[src/rtl/counter_pkg.sv]
// rtl/counter_pkg.sv - shared constants and next-count function for the counter bank
package counter_pkg;

  localparam logic DIR_UP    = 1'b1;
  localparam logic DIR_DOWN  = 1'b0;
  localparam logic MODE_WRAP = 1'b0;
  localparam logic MODE_SAT  = 1'b1;

  // Widest channel the shared function supports; channels zero-extend into it.
  localparam int CNT_MAX_W = 32;

  typedef struct packed {
    logic [CNT_MAX_W-1:0] value;
    logic                 tc;
  } cnt_res_t;

  // Next count and terminal-count flag for one enabled update of a width-bit counter.
  // In saturate mode tc marks only the first arrival at the limit; a channel already
  // parked at the limit holds with tc low.
  function automatic cnt_res_t cnt_next(input logic [CNT_MAX_W-1:0] count,
                                        input logic [CNT_MAX_W-1:0] step,
                                        input logic                 dir,
                                        input logic                 sat,
                                        input int                   width);
    cnt_res_t             r;
    logic [CNT_MAX_W:0]   maxv;
    logic [CNT_MAX_W:0]   wide;
    logic [CNT_MAX_W-1:0] diff;
    maxv    = (33'd1 << width) - 33'd1;
    wide    = {1'b0, count} + {1'b0, step};
    diff    = count - step;
    r.value = '0;
    r.tc    = 1'b0;
    if (dir == DIR_UP) begin
      if (wide > maxv) begin
        if (sat == MODE_SAT) begin
          r.value = maxv[CNT_MAX_W-1:0];
          r.tc    = ({1'b0, count} != maxv);
        end else begin
          r.value = wide[CNT_MAX_W-1:0] & maxv[CNT_MAX_W-1:0];
          r.tc    = 1'b1;
        end
      end else begin
        r.value = wide[CNT_MAX_W-1:0];
        r.tc    = (sat == MODE_SAT) && (wide == maxv);
      end
    end else begin
      if (step > count) begin
        if (sat == MODE_SAT) begin
          r.value = '0;
          r.tc    = (count != '0);
        end else begin
          r.value = diff & maxv[CNT_MAX_W-1:0];
          r.tc    = 1'b1;
        end
      end else begin
        r.value = diff;
        r.tc    = (sat == MODE_SAT) && (diff == '0);
      end
    end
    return r;
  endfunction

endpackage

[src/rtl/counter_ch.sv]
// rtl/counter_ch.sv - one counter channel with load, up/down, wrap/saturate and tc pulse
module counter_ch
  import counter_pkg::*;
#(
  parameter int               WIDTH       = 8,
  parameter logic [WIDTH-1:0] START_VALUE = 'h0F,
  parameter int               STEP        = 1
) (
  input  logic             clock,
  input  logic             rstn,
  input  logic             en,
  input  logic             dir,
  input  logic             sat,
  input  logic             load,
  input  logic [WIDTH-1:0] load_val,
  output logic [WIDTH-1:0] count,
  output logic             tc
);

  cnt_res_t res;
  logic     unused_hi;

  // Candidate next value for an enabled update, computed on the zero-extended count.
  always_comb begin
    res = cnt_next(CNT_MAX_W'(count), CNT_MAX_W'(STEP), dir, sat, WIDTH);
  end

  assign unused_hi = ^res.value[CNT_MAX_W-1:WIDTH];

  // Count register: load beats enable beats hold; tc is a single-cycle pulse.
  always_ff @(posedge clock or negedge rstn) begin
    if (!rstn) begin
      count <= START_VALUE;
      tc    <= 1'b0;
    end else if (load) begin
      count <= load_val;
      tc    <= 1'b0;
    end else if (en) begin
      count <= res.value[WIDTH-1:0];
      tc    <= res.tc;
    end else begin
      tc    <= 1'b0;
    end
  end

endmodule

[src/rtl/counter_bank.sv]
// rtl/counter_bank.sv - multi-channel counter bank with registered LED tap
module counter_bank
  import counter_pkg::*;
#(
  parameter int               WIDTH       = 8,
  parameter int               NUM_CH      = 4,
  parameter logic [WIDTH-1:0] START_VALUE = 'h0F,
  parameter int               STEP        = 1,
  parameter int               LED_W       = 2,
  parameter int               SEL_W       = $clog2(NUM_CH)
) (
  input  logic                    clock,
  input  logic                    rstn,
  input  logic [NUM_CH-1:0]       en,
  input  logic [NUM_CH-1:0]       dir,
  input  logic [NUM_CH-1:0]       sat,
  input  logic [NUM_CH-1:0]       load,
  input  logic [NUM_CH*WIDTH-1:0] load_val,
  input  logic [SEL_W-1:0]        led_sel,
  output logic [NUM_CH*WIDTH-1:0] count,
  output logic [NUM_CH-1:0]       tc,
  output logic [LED_W-1:0]        led
);

  if (WIDTH < 2 || WIDTH > CNT_MAX_W - 1) begin : g_bad_width
    $error("counter_bank: WIDTH out of range");
  end
  if (NUM_CH < 2) begin : g_bad_num_ch
    $error("counter_bank: NUM_CH must be at least 2");
  end
  if (STEP < 1 || longint'(STEP) > ((longint'(1) << WIDTH) - 1)) begin : g_bad_step
    $error("counter_bank: STEP out of range");
  end
  if (LED_W < 1 || LED_W > WIDTH) begin : g_bad_led_w
    $error("counter_bank: LED_W out of range");
  end

  logic [WIDTH-1:0] ch_count [NUM_CH];
  logic [LED_W-1:0] led_next;

  for (genvar g = 0; g < NUM_CH; g++) begin : g_ch
    counter_ch #(
      .WIDTH       (WIDTH),
      .START_VALUE (START_VALUE),
      .STEP        (STEP)
    ) u_ch (
      .clock    (clock),
      .rstn     (rstn),
      .en       (en[g]),
      .dir      (dir[g]),
      .sat      (sat[g]),
      .load     (load[g]),
      .load_val (load_val[g*WIDTH +: WIDTH]),
      .count    (ch_count[g]),
      .tc       (tc[g])
    );
    assign count[g*WIDTH +: WIDTH] = ch_count[g];
  end

  // LED source mux; an out-of-range select falls back to channel 0.
  always_comb begin
    led_next = ch_count[0][WIDTH-1 -: LED_W];
    for (int i = 1; i < NUM_CH; i++) begin
      if (led_sel == SEL_W'(i)) begin
        led_next = ch_count[i][WIDTH-1 -: LED_W];
      end
    end
  end

  // LED register, one stage behind the count registers.
  always_ff @(posedge clock or negedge rstn) begin
    if (!rstn) begin
      led <= '0;
    end else begin
      led <= led_next;
    end
  end

endmodule

[config.mk]
export PLATFORM = sky130hd
export DESIGN_NAME = counter_bank
export DESIGN_NICKNAME = d
export VERILOG_FILES = /design/src/rtl/counter_pkg.sv /design/src/rtl/counter_ch.sv /design/src/rtl/counter_bank.sv
export SDC_FILE = /design/constraint.sdc
export NUM_CORES = 1
export LEC_CHECK = 0
export CAP_MARGIN = 0
export CORE_MARGIN = 2
export CORE_UTILIZATION = 37
export DETAILED_ROUTE_END_ITERATION = 12
export SYNTH_ARGS = -nofsm -noshare
export SYNTH_HDL_FRONTEND = slang
export SYNTH_HIERARCHICAL = 1
export SYNTH_SLANG_ARGS = --single-unit
[constraint.sdc]
create_clock -name clock -period 2.85 [get_ports clock]
set_input_delay 0.4275 -clock clock [delete_from_list [all_inputs] [get_ports clock]]
set_output_delay 0.4275 -clock clock [all_outputs]
set_load 0.01 [all_outputs]
==> flow_metrics.tcl, run 1 <==
set metrics [dict create \
    nFillCells 1207 \
    cts_resized 0 \
    max-cap-violations 0 \
    synth-seq-area-share 0.219 \
    drt-total-wl_microns 12500 \
    grt_usage 0.197 \
    hold_viol 0 \
    skew_ns 0.00513 \
    yosysWarnings 6 \
    grt_max_degree 39 \
    cp_data_required_time_ns 3.06 \
    switching_share 0.388 \
    rows 40 \
    die_area_sq_um 12900 \
    post_cts_buffers 0 \
    drv_slew 0 \
    cts_buffers 5 \
    cts_root_buffer "clkbuf_16" \
    hold_buffers 0 \
    p_clk_frac 0.260 \
    cts_buffer_depth 2 \
    grt_overflow 0 \
    fin_crit_ns 2.44 \
    grt_first_pass_wirelength_microns 20700 \
    synthCells 552 \
    tightest_slew_ns 0.980 \
    hp-class "input port to async pin" \
    synthTopCellsByArea "dfrtp_1, dfstp_2, ha_1" \
    vias_per_cell 5.78 \
    grt_pass1_vias 4130 \
    cts.sinks 38 \
    rsz0062_at_grt "false" \
    place_inst 743 \
    syn_avg_cell_area_sq_um 8.05 \
    start_util 0.374 \
    drtIter0Drc 257 \
    r2r_slack_ns 0.41 \
    r2r-start "g_ch[3].u_ch/count[0]" \
    clk_latency_ns 0.30 \
    clkTransAtPathRegs_ns 0.06 \
    cp_max_fo 13 \
    areaGrowthSynthToFinish_pct 22.6 \
    p_int_uw 1420 \
    drive_above_1_share 0.124 \
    netSwitchingPower_uw 899 \
    syn_area_sq_um 4440 \
    multi_input_area_sq_um 3160 \
    period_share 0.857 \
    combPwrFrac 0.379 \
    port_buffers 89 \
    synth_top_area_cell "dfrtp_1" \
    dpl.hpwl_microns 8770 \
    ir_worst_vdd_mv 0.223 \
    power_frac_seq 0.361 \
    leakage_uw 0.00199 \
    arrival_ns 2.65 \
    final-seq-area_sq_um 971 \
    ff2ff_path_depth 7 \
    fmax_mhz 410 \
    crit_type "flop to flop" \
    route.detailed.drc 0 \
    htree_levels 2 \
    timing.rr.end "g_ch[3].u_ch/count[5]" \
    die_w_microns 114 \
    status "finished clean" \
    finalNonFillerCells 751 \
    power.density_nw_per_um2 426 \
    yosysUniqueCellTypes 52 \
    nets 675 \
    core_area_sq_um 11900 \
    vias 4343 \
    ant_nets 0 \
    antenna_found_initial 0 \
    io_pins 90 \
    wl_per_cell_microns 16.6 \
    setup-tns-final_ns 0 \
    firstDrtPassIters 4 \
    cts_tree "yes" \
    synth_top_area_share 0.124 \
    finalSetupViolCount 0 \
    ys_ff_latch 38 \
    endpoint_kind "flop" \
    cp-start-kind "flop" \
    slew_headroom 0.347 \
    die_y_microns 114 \
    syn_nets 624 \
    n_antenna_cell 0 \
    gp_congestion 0.891 \
]
cells by family (layout without fill, tap and decap cells):
logic type,count (synthesis),count (layout),synth area share
AO/OA/AOI/OAI,160,160,0.266
XOR/XNOR,28,28,0.0552
adder cells (fa/ha/maj),20,20,0.0563
buffers and inverters,68,120,0.0699
flip-flops,38,38,0.219
multiplexers,6,6,0.0220
AND/OR/NAND/NOR,232,232,0.312
worst max-delay path: stages (launching register included):
cell and delay [ns]:
dfstp_2 0.65, inv_1 0.18, ha_1 0.40, and4bb_1 0.24, o221ai_2 0.13, o41ai_4 0.46, nor2_2 0.07, o31ai_2 0.22
per-layer routing:
metal | GRT usage | wire [microns] | up-vias
met5 | 0 | 0 | -
met1 | 0.272 | 5930 | 2068
met2 | 0.311 | 5790 | 124
li1 | - | - | 2135
met3 | 0.0372 | 548 | 16
met4 | 0.0667 | 211 | 0
synthesized netlist by cell type, drive strengths merged:
master   instances
nand3b           8
dfstp           16
nand2           44
a2111oi          4
or2              4
or3              8
o22ai            4
ha              20
nand3           28
and2             4
buf             24
dfrtp           22
nand2b           8
o311ai           8
nor2b            4
mux4             2
a211oi           8
a221oi           4
inv             20
and4bb           4
o21ai           32
clkbuf          24
and2b            4
nor4            12
nor3b           28
o211ai          12
mux2             4
o41ai            8
o31ai           12
nand4            4
o21a             4
xor2             8
or3b             4
o221ai           8
and3             8
xnor2           20
a21oi           48
a31oi            4
a21bo            4
nor3            16
nor2            44
worst max-delay path by stage:
stage                     startpoint               endpoint  slack (ns)  depth (start not counted)
2_1_floorplan  g_ch[0].u_ch/count[1]  g_ch[0].u_ch/count[5]        0.69                          8
3_5_place_dp   g_ch[3].u_ch/count[0]  g_ch[3].u_ch/count[5]        0.44                          7
6_report       g_ch[3].u_ch/count[0]  g_ch[3].u_ch/count[5]        0.41                          7
5_1_grt        g_ch[0].u_ch/count[0]  g_ch[0].u_ch/count[2]        0.21                          7
4_1_cts        g_ch[0].u_ch/count[0]  g_ch[0].u_ch/count[1]        0.43                          7
3_3_place_gp   g_ch[2].u_ch/count[0]  g_ch[2].u_ch/count[1]        0.50                          7
final cells by class:
class	count	share of cell area
multi-input combinational	446	0.580
sequential	38	0.178
timing repair buffer	92	0.167
tap	147	0.0338
clock buffer	7	0.0262
inverter	20	0.0138
clock inverter	1	0.000919
cells in the final DEF, fill, tap and decap left out, types with 16 or more instances in the layout:
master | netlist | routed
clkdlybuf4s50_1 | 0 | 88
a21oi_1 | 48 | 48
nand2_1 | 44 | 44
nor2_1 | 40 | 40
nand3_1 | 28 | 28
o21ai_0 | 28 | 28
nor3b_1 | 28 | 28
dfrtp_1 | 22 | 22
inv_1 | 20 | 20
xnor2_1 | 20 | 20
ha_1 | 20 | 20
nor3_1 | 16 | 16
dfstp_2 | 16 | 16
state kept, by name (all words and copies together), names as in the netlist:
name and flops:
led 2, g_ch.u_ch/tc 4, g_ch.u_ch/count 32
through the flow:
stage / cell area [sq um] / utilization / hold slack [ns] / total power (uW) / setup WS [ns]
2_1_floorplan: 4440 / - / 0.132 / 1400 / 0.685
5_1_grt: 5450 / 0.459 / 0.375 / 2470 / 0.212
4_1_cts: 5450 / 0.459 / 0.332 / 2340 / 0.426
3_5_place_dp: 5300 / 0.447 / 0.656 / 1720 / 0.444
6_report: 5450 / 0.459 / 0.290 / 2320 / 0.408
3_3_place_gp: 5300 / 0.447 / 0.640 / 1710 / 0.497
power by group through the flow:
| stage | Combinational, uW | Clock (uW) | Sequential (uW) |
|---|---|---|---|
| CTS | 880 | 624 | 834 |
| global route | 971 | 643 | 861 |
| floorplan | 683 | 0 | 714 |
| finish | 879 | 602 | 837 |
| detailed placement | 876 | 0 | 843 |
| global placement | 868 | 0 | 839 |
(Power assumes the default switching activity.)
==> run 2, diff against run 1 <==
==> constraint.sdc (replaced) <==
create_clock -name clock -period 3 [get_ports clock]
set_input_delay 0.45 -clock clock [delete_from_list [all_inputs] [get_ports clock]]
set_output_delay 0.45 -clock clock [all_outputs]
set_load 0.01 [all_outputs]
==> run 2 against run 1 <==
Net effect: combinational power shrank 4.8%; wire length barely moved; die area stayed put; critical path depth unchanged; clock-buffer cell count rose by 1; flip-flop and latch count did not move; sequential power fell by 5.1%; critical path type unchanged; critical endpoint is now g_ch[2].u_ch/count[1]; largest cell class unchanged; largest power group unchanged.
==> flow_metrics.tcl, run 2 (synthesis gave the netlist of run 1 again) <==
set metrics [dict create \
    grt_max_degree 39 \
    largest-register "g_ch.u_ch/count" \
    cp_data_required_time_ns 3.23 \
    place_ws_ns 0.585 \
    wl_per_cell_microns 16.6 \
    grt_first_pass_wirelength_microns 20600 \
    switching_share 0.380 \
    biggestRegsByFlops "g_ch.u_ch/count x32, g_ch.u_ch/tc x4, led x2" \
    fmax_mhz 409 \
    start_util 0.374 \
    nets 674 \
    fin_crit_ns 2.45 \
    io_pins 90 \
    p_int_uw 1390 \
    port_buffers 89 \
    cts.sinks 38 \
    cts_tree "yes" \
    tightest_slew_ns 0.961 \
    netSwitchingPower_uw 854 \
    cts_buffer_depth 2 \
    arrival_ns 2.67 \
    skew_ns 0.00114 \
    slew_headroom 0.359 \
    gp_congestion 0.892 \
    grt_overflow 0 \
    dpl.hpwl_microns 8840 \
    rsz0062_at_grt "false" \
    ir_worst_vdd_mv 0.244 \
    ant_nets 0 \
    period_share 0.816 \
    status "finished clean" \
    die_area_sq_um 12900 \
    nFillCells 1176 \
    power_frac_seq 0.353 \
    vias_per_cell 5.83 \
    layout.cells.most_common_list "clkdlybuf4s50_1, a21oi_1, nand2_1, nor2_1" \
    final_common_cell "clkdlybuf4s50_1" \
    finalNonFillerCells 750 \
    cts_resized 0 \
    clkTransAtPathRegs_ns 0.06 \
    grt_usage 0.196 \
    leakage_uw 0.00199 \
    die_y_microns 114 \
    endpoint_kind "flop" \
    combPwrFrac 0.372 \
    core_area_sq_um 11900 \
    rows 40 \
    place_inst 742 \
    clk_latency_ns 0.30 \
    p_clk_frac 0.275 \
    drive_above_1_share 0.124 \
    post_cts_buffers 0 \
    antenna_found_initial 0 \
    hp-class "input port to async pin" \
    cts_root_buffer "clkbuf_16" \
    drtIter0Drc 271 \
    hold_buffers 0 \
    firstDrtPassIters 4 \
    n_antenna_cell 0 \
    route.detailed.drc 0 \
    areaGrowthSynthToFinish_pct 22.9 \
    crit_type "flop to flop" \
    hold_viol 0 \
    r2r-start "g_ch[2].u_ch/count[0]" \
    setup-tns-final_ns 0 \
    finalSetupViolCount 0 \
    cts_buffers 5 \
    cp_max_fo 13 \
    vias 4371 \
    drv_slew 0 \
    die_w_microns 114 \
    power.density_nw_per_um2 412 \
    cp-start-kind "flop" \
    max-cap-violations 0 \
    htree_levels 2 \
    post-route-util 0.460 \
    power_uw 2250 \
    startpoint "g_ch[2].u_ch/count[0]" \
    worst_slack_ns 0.553 \
    grt_pass1_vias 4168 \
    drt-total-wl_microns 12500 \
    largest_reg_flops 32 \
]
[run 2: power groups by stage]
stage / sequential [uW] / combinational, uW / clock (uW)
2_1_floorplan: 679 / 649 / 0
3_3_place_gp: 796 / 822 / 0
3_5_place_dp: 799 / 833 / 0
4_1_cts: 791 / 837 / 642
5_1_grt: 818 / 920 / 657
6_report: 794 / 837 / 618
[run 2: critical path, stage by stage (launching register included)]
cell and delay [ns]:
dfstp_2 0.65, inv_1 0.16, ha_1 0.37, and4bb_1 0.22, o221ai_2 0.13, o41ai_4 0.51, o22ai_1 0.15, a21oi_1 0.17
[run 2: routing by layer]
layer	vias up	track usage	part of all wire
met4	0	0.0740	0.017
li1	2143	-	-
met2	125	0.316	0.47
met5	-	0	0
met3	16	0.0271	0.048
met1	2087	0.267	0.46
[run 2: area by class of cell]
type	instances	area, sq um	share of cell area
clock buffers	8	166	0.0305
well taps	147	184	0.0337
inverters	20	75.1	0.0138
flip-flops and latches	38	971	0.178
multi-input cells	446	3160	0.579
repair buffers	91	901	0.165
[run 2: stage by stage]
step / area [sq um] / hold slack, ns
3_5_place_dp: 5290 / 0.670
5_1_grt: 5460 / 0.384
2_1_floorplan: 4440 / 0.154
6_report: 5460 / 0.307
4_1_cts: 5460 / 0.345
3_3_place_gp: 5290 / 0.661
[run 2: path summary, 6_finish.rpt]
check,endpoint,slack [ns],cells after the start
hold reg to reg,g_ch[0].u_ch/count[1],0.75,4
min in group clock,g_ch[0].u_ch/count[2],0.66,3
setup / recovery,g_ch[2].u_ch/count[1],0.55,7
hold / removal,g_ch[3].u_ch/tc,0.31,1
max in group asynchronous,g_ch[0].u_ch/count[4],2.10,1
setup reg to reg,g_ch[2].u_ch/count[1],0.55,7
==> run 3, diff against run 2 <==
==> constraint.sdc (replaced) <==
create_clock -name clock -period 2.1 [get_ports clock]
set_input_delay 0.315 -clock clock [delete_from_list [all_inputs] [get_ports clock]]
set_output_delay 0.315 -clock clock [all_outputs]
set_load 0.01 [all_outputs]
==> run 3 against run 2 <==
Net effect: flip-flop and latch count is the same; wire length grew 8.0%; fmax grew 19%; global-route usage grew 1.3 points; utilization grew 5.9 points; die area is the same; hold slack gained 0.20 ns; clock power grew 31%; cell area grew 13%; first-iteration DRC count shrank 10%; sequential power grew 27%; total power grew 53%; largest cell class unchanged.
==> flow_metrics.tcl, run 3 (synthesis gave the netlist of run 1 again) <==
set metrics [dict create \
    gr-usage-met3 0.0276 \
    netSwitchingPower_uw 1300 \
    power_uw 3440 \
    antenna_found_initial 0 \
    crit_path_max_incr_delay_ns 0.58 \
    io_pins 90 \
    vias_per_cell 5.69 \
    nets 749 \
    p_clk_frac 0.235 \
    ant_nets 0 \
    switching_share 0.377 \
    largest_reg_flops 32 \
    nFillCells 1155 \
    skew_ns 0.00429 \
    endpoint_kind "flop" \
    status "finished clean" \
    startpoint "g_ch[3].u_ch/count[0]" \
    start_util 0.374 \
    arrival_ns 2.26 \
    max-cap-violations 0 \
    areaGrowthSynthToFinish_pct 38.6 \
    tightest_slew_ns 0.528 \
    critPathBufInv 2 \
    drt-total-wl_microns 13500 \
    crit_top_cell "buf_4" \
    wl_per_cell_microns 16.3 \
    p_int_uw 2150 \
    cts_root_buffer "clkbuf_16" \
    path_cells "buf_4, ha_4, and4bb_1, o221ai_2, o41ai_4, buf_4, nor2_2, o31ai_2" \
    dpl.hpwl_microns 10200 \
    crit_type "flop to flop" \
    biggestRegsByFlops "g_ch.u_ch/count x32, g_ch.u_ch/tc x4, led x2" \
    largest-register "g_ch.u_ch/count" \
    period_share 0.980 \
    finalSetupViolCount 0 \
    top_usage_layer "met2" \
    fin_crit_ns 2.06 \
    rows 40 \
    port_buffers 89 \
    grt_use_met1 0.282 \
    firstDrtPassIters 5 \
    gr-usage-met2 0.347 \
    cp_data_required_time_ns 2.31 \
    fmax_mhz 486 \
    layout.cells.most_common_list "clkdlybuf4s50_1, buf_4, a21oi_1, nand2_1, nor2_1" \
    cts_tree "yes" \
    combPwrFrac 0.473 \
    crit_family "compound AO/OA/AOI/OAI gates" \
    ir_worst_vdd_mv 0.288 \
    power.density_nw_per_um2 559 \
    grt_first_pass_wirelength_microns 22000 \
    grt_max_degree 22 \
    cp-start-kind "flop" \
    die_area_sq_um 12900 \
    leakage_uw 0.00236 \
    rsz0062_at_grt "true" \
    cts.sinks 38 \
    grt_pass1_vias 4551 \
    cts_buffers 5 \
    drtIter0Drc 243 \
    vias 4694 \
    cp_slowest_cell "dfstp_2" \
    power_frac_seq 0.292 \
    multi_input_area_sq_um 3280 \
    hp-class "input port to async pin" \
    die_y_microns 114 \
    n_antenna_cell 0 \
    drv_slew 0 \
    clkTransAtPathRegs_ns 0.06 \
    slew_headroom 0.648 \
    drive_above_1_share 0.249 \
    clk_latency_ns 0.29 \
    r2r-start "g_ch[3].u_ch/count[0]" \
    hold_viol 0 \
    route.detailed.drc 0 \
    holdWs_ns 0.508 \
    cp_max_fo 7 \
    gp_congestion 0.910 \
    core_area_sq_um 11900 \
    setup-tns-final_ns 0 \
    grt_overflow 0 \
    final_common_cell "clkdlybuf4s50_1" \
    htree_levels 2 \
    cts_buffer_depth 2 \
    die_w_microns 114 \
    grt_usage 0.209 \
    final-seq-area_sq_um 971 \
]
[run 3: stage by stage]
step                setup WS, ns  std cells  cell area (sq um)  utilization
detailed placement        0.0108        806               5840        0.493
global placement          0.0285        806               5840        0.493
finish                    0.0426        825               6160        0.519
floorplan                -0.0233        552               4510            -
CTS                      0.00328        818               6020        0.508
global route             -0.0444        825               6160        0.519
[run 3: routing by layer]
metal | routed length [microns] | up-vias
li1 | - | 2281
met1 | 6120 | 2249
met2 | 6470 | 147
met3 | 666 | 17
met4 | 210 | 0
met5 | 0 | -
[run 3: path summary, 6_finish.rpt]
check	to	slack, ns	cells after the start
min reg2reg	g_ch[3].u_ch/count[0]	0.61	2
max reg2reg	g_ch[3].u_ch/count[5]	0.04	8
max	g_ch[3].u_ch/count[5]	0.04	8
max in group asynchronous	g_ch[0].u_ch/count[0]	1.03	3
min in group clock	g_ch[1].u_ch/count[2]	0.52	3
min	g_ch[3].u_ch/tc	0.51	2
[run 3: cell type report]
class | count | area share
multi-input combinational | 446 | 0.533
timing repair buffer | 166 | 0.243
sequential | 38 | 0.158
tap | 147 | 0.0299
clock buffer | 7 | 0.0232
inverter | 20 | 0.0126
clock inverter | 1 | 0.000813
[run 3: power groups by stage]
stage	Clock (uW)	Combinational, uW	Sequential [uW]
finish	809	1630	1010
floorplan	0	955	970
global route	850	1780	1030
CTS	833	1560	1000
detailed placement	0	1530	1020
global placement	0	1510	1010
[run 3: repair_timing]
action | CTS | global route
hold buffers | 1 | 0
hold endpoints to repair | 13 | 0
setup endpoints to repair | 1 | 21
resized for setup | 0 | 23
setup buffers | 3 | 7
cloned | 0 | 0
pin swaps | 0 | 6
[run 3: worst register-to-register path: stages (launching register included)]
cell and delay [ns]:
dfstp_2 0.58, buf_4 0.18, ha_4 0.17, and4bb_1 0.23, o221ai_2 0.14, o41ai_4 0.25, buf_4 0.19, nor2_2 0.04
o31ai_2 0.20
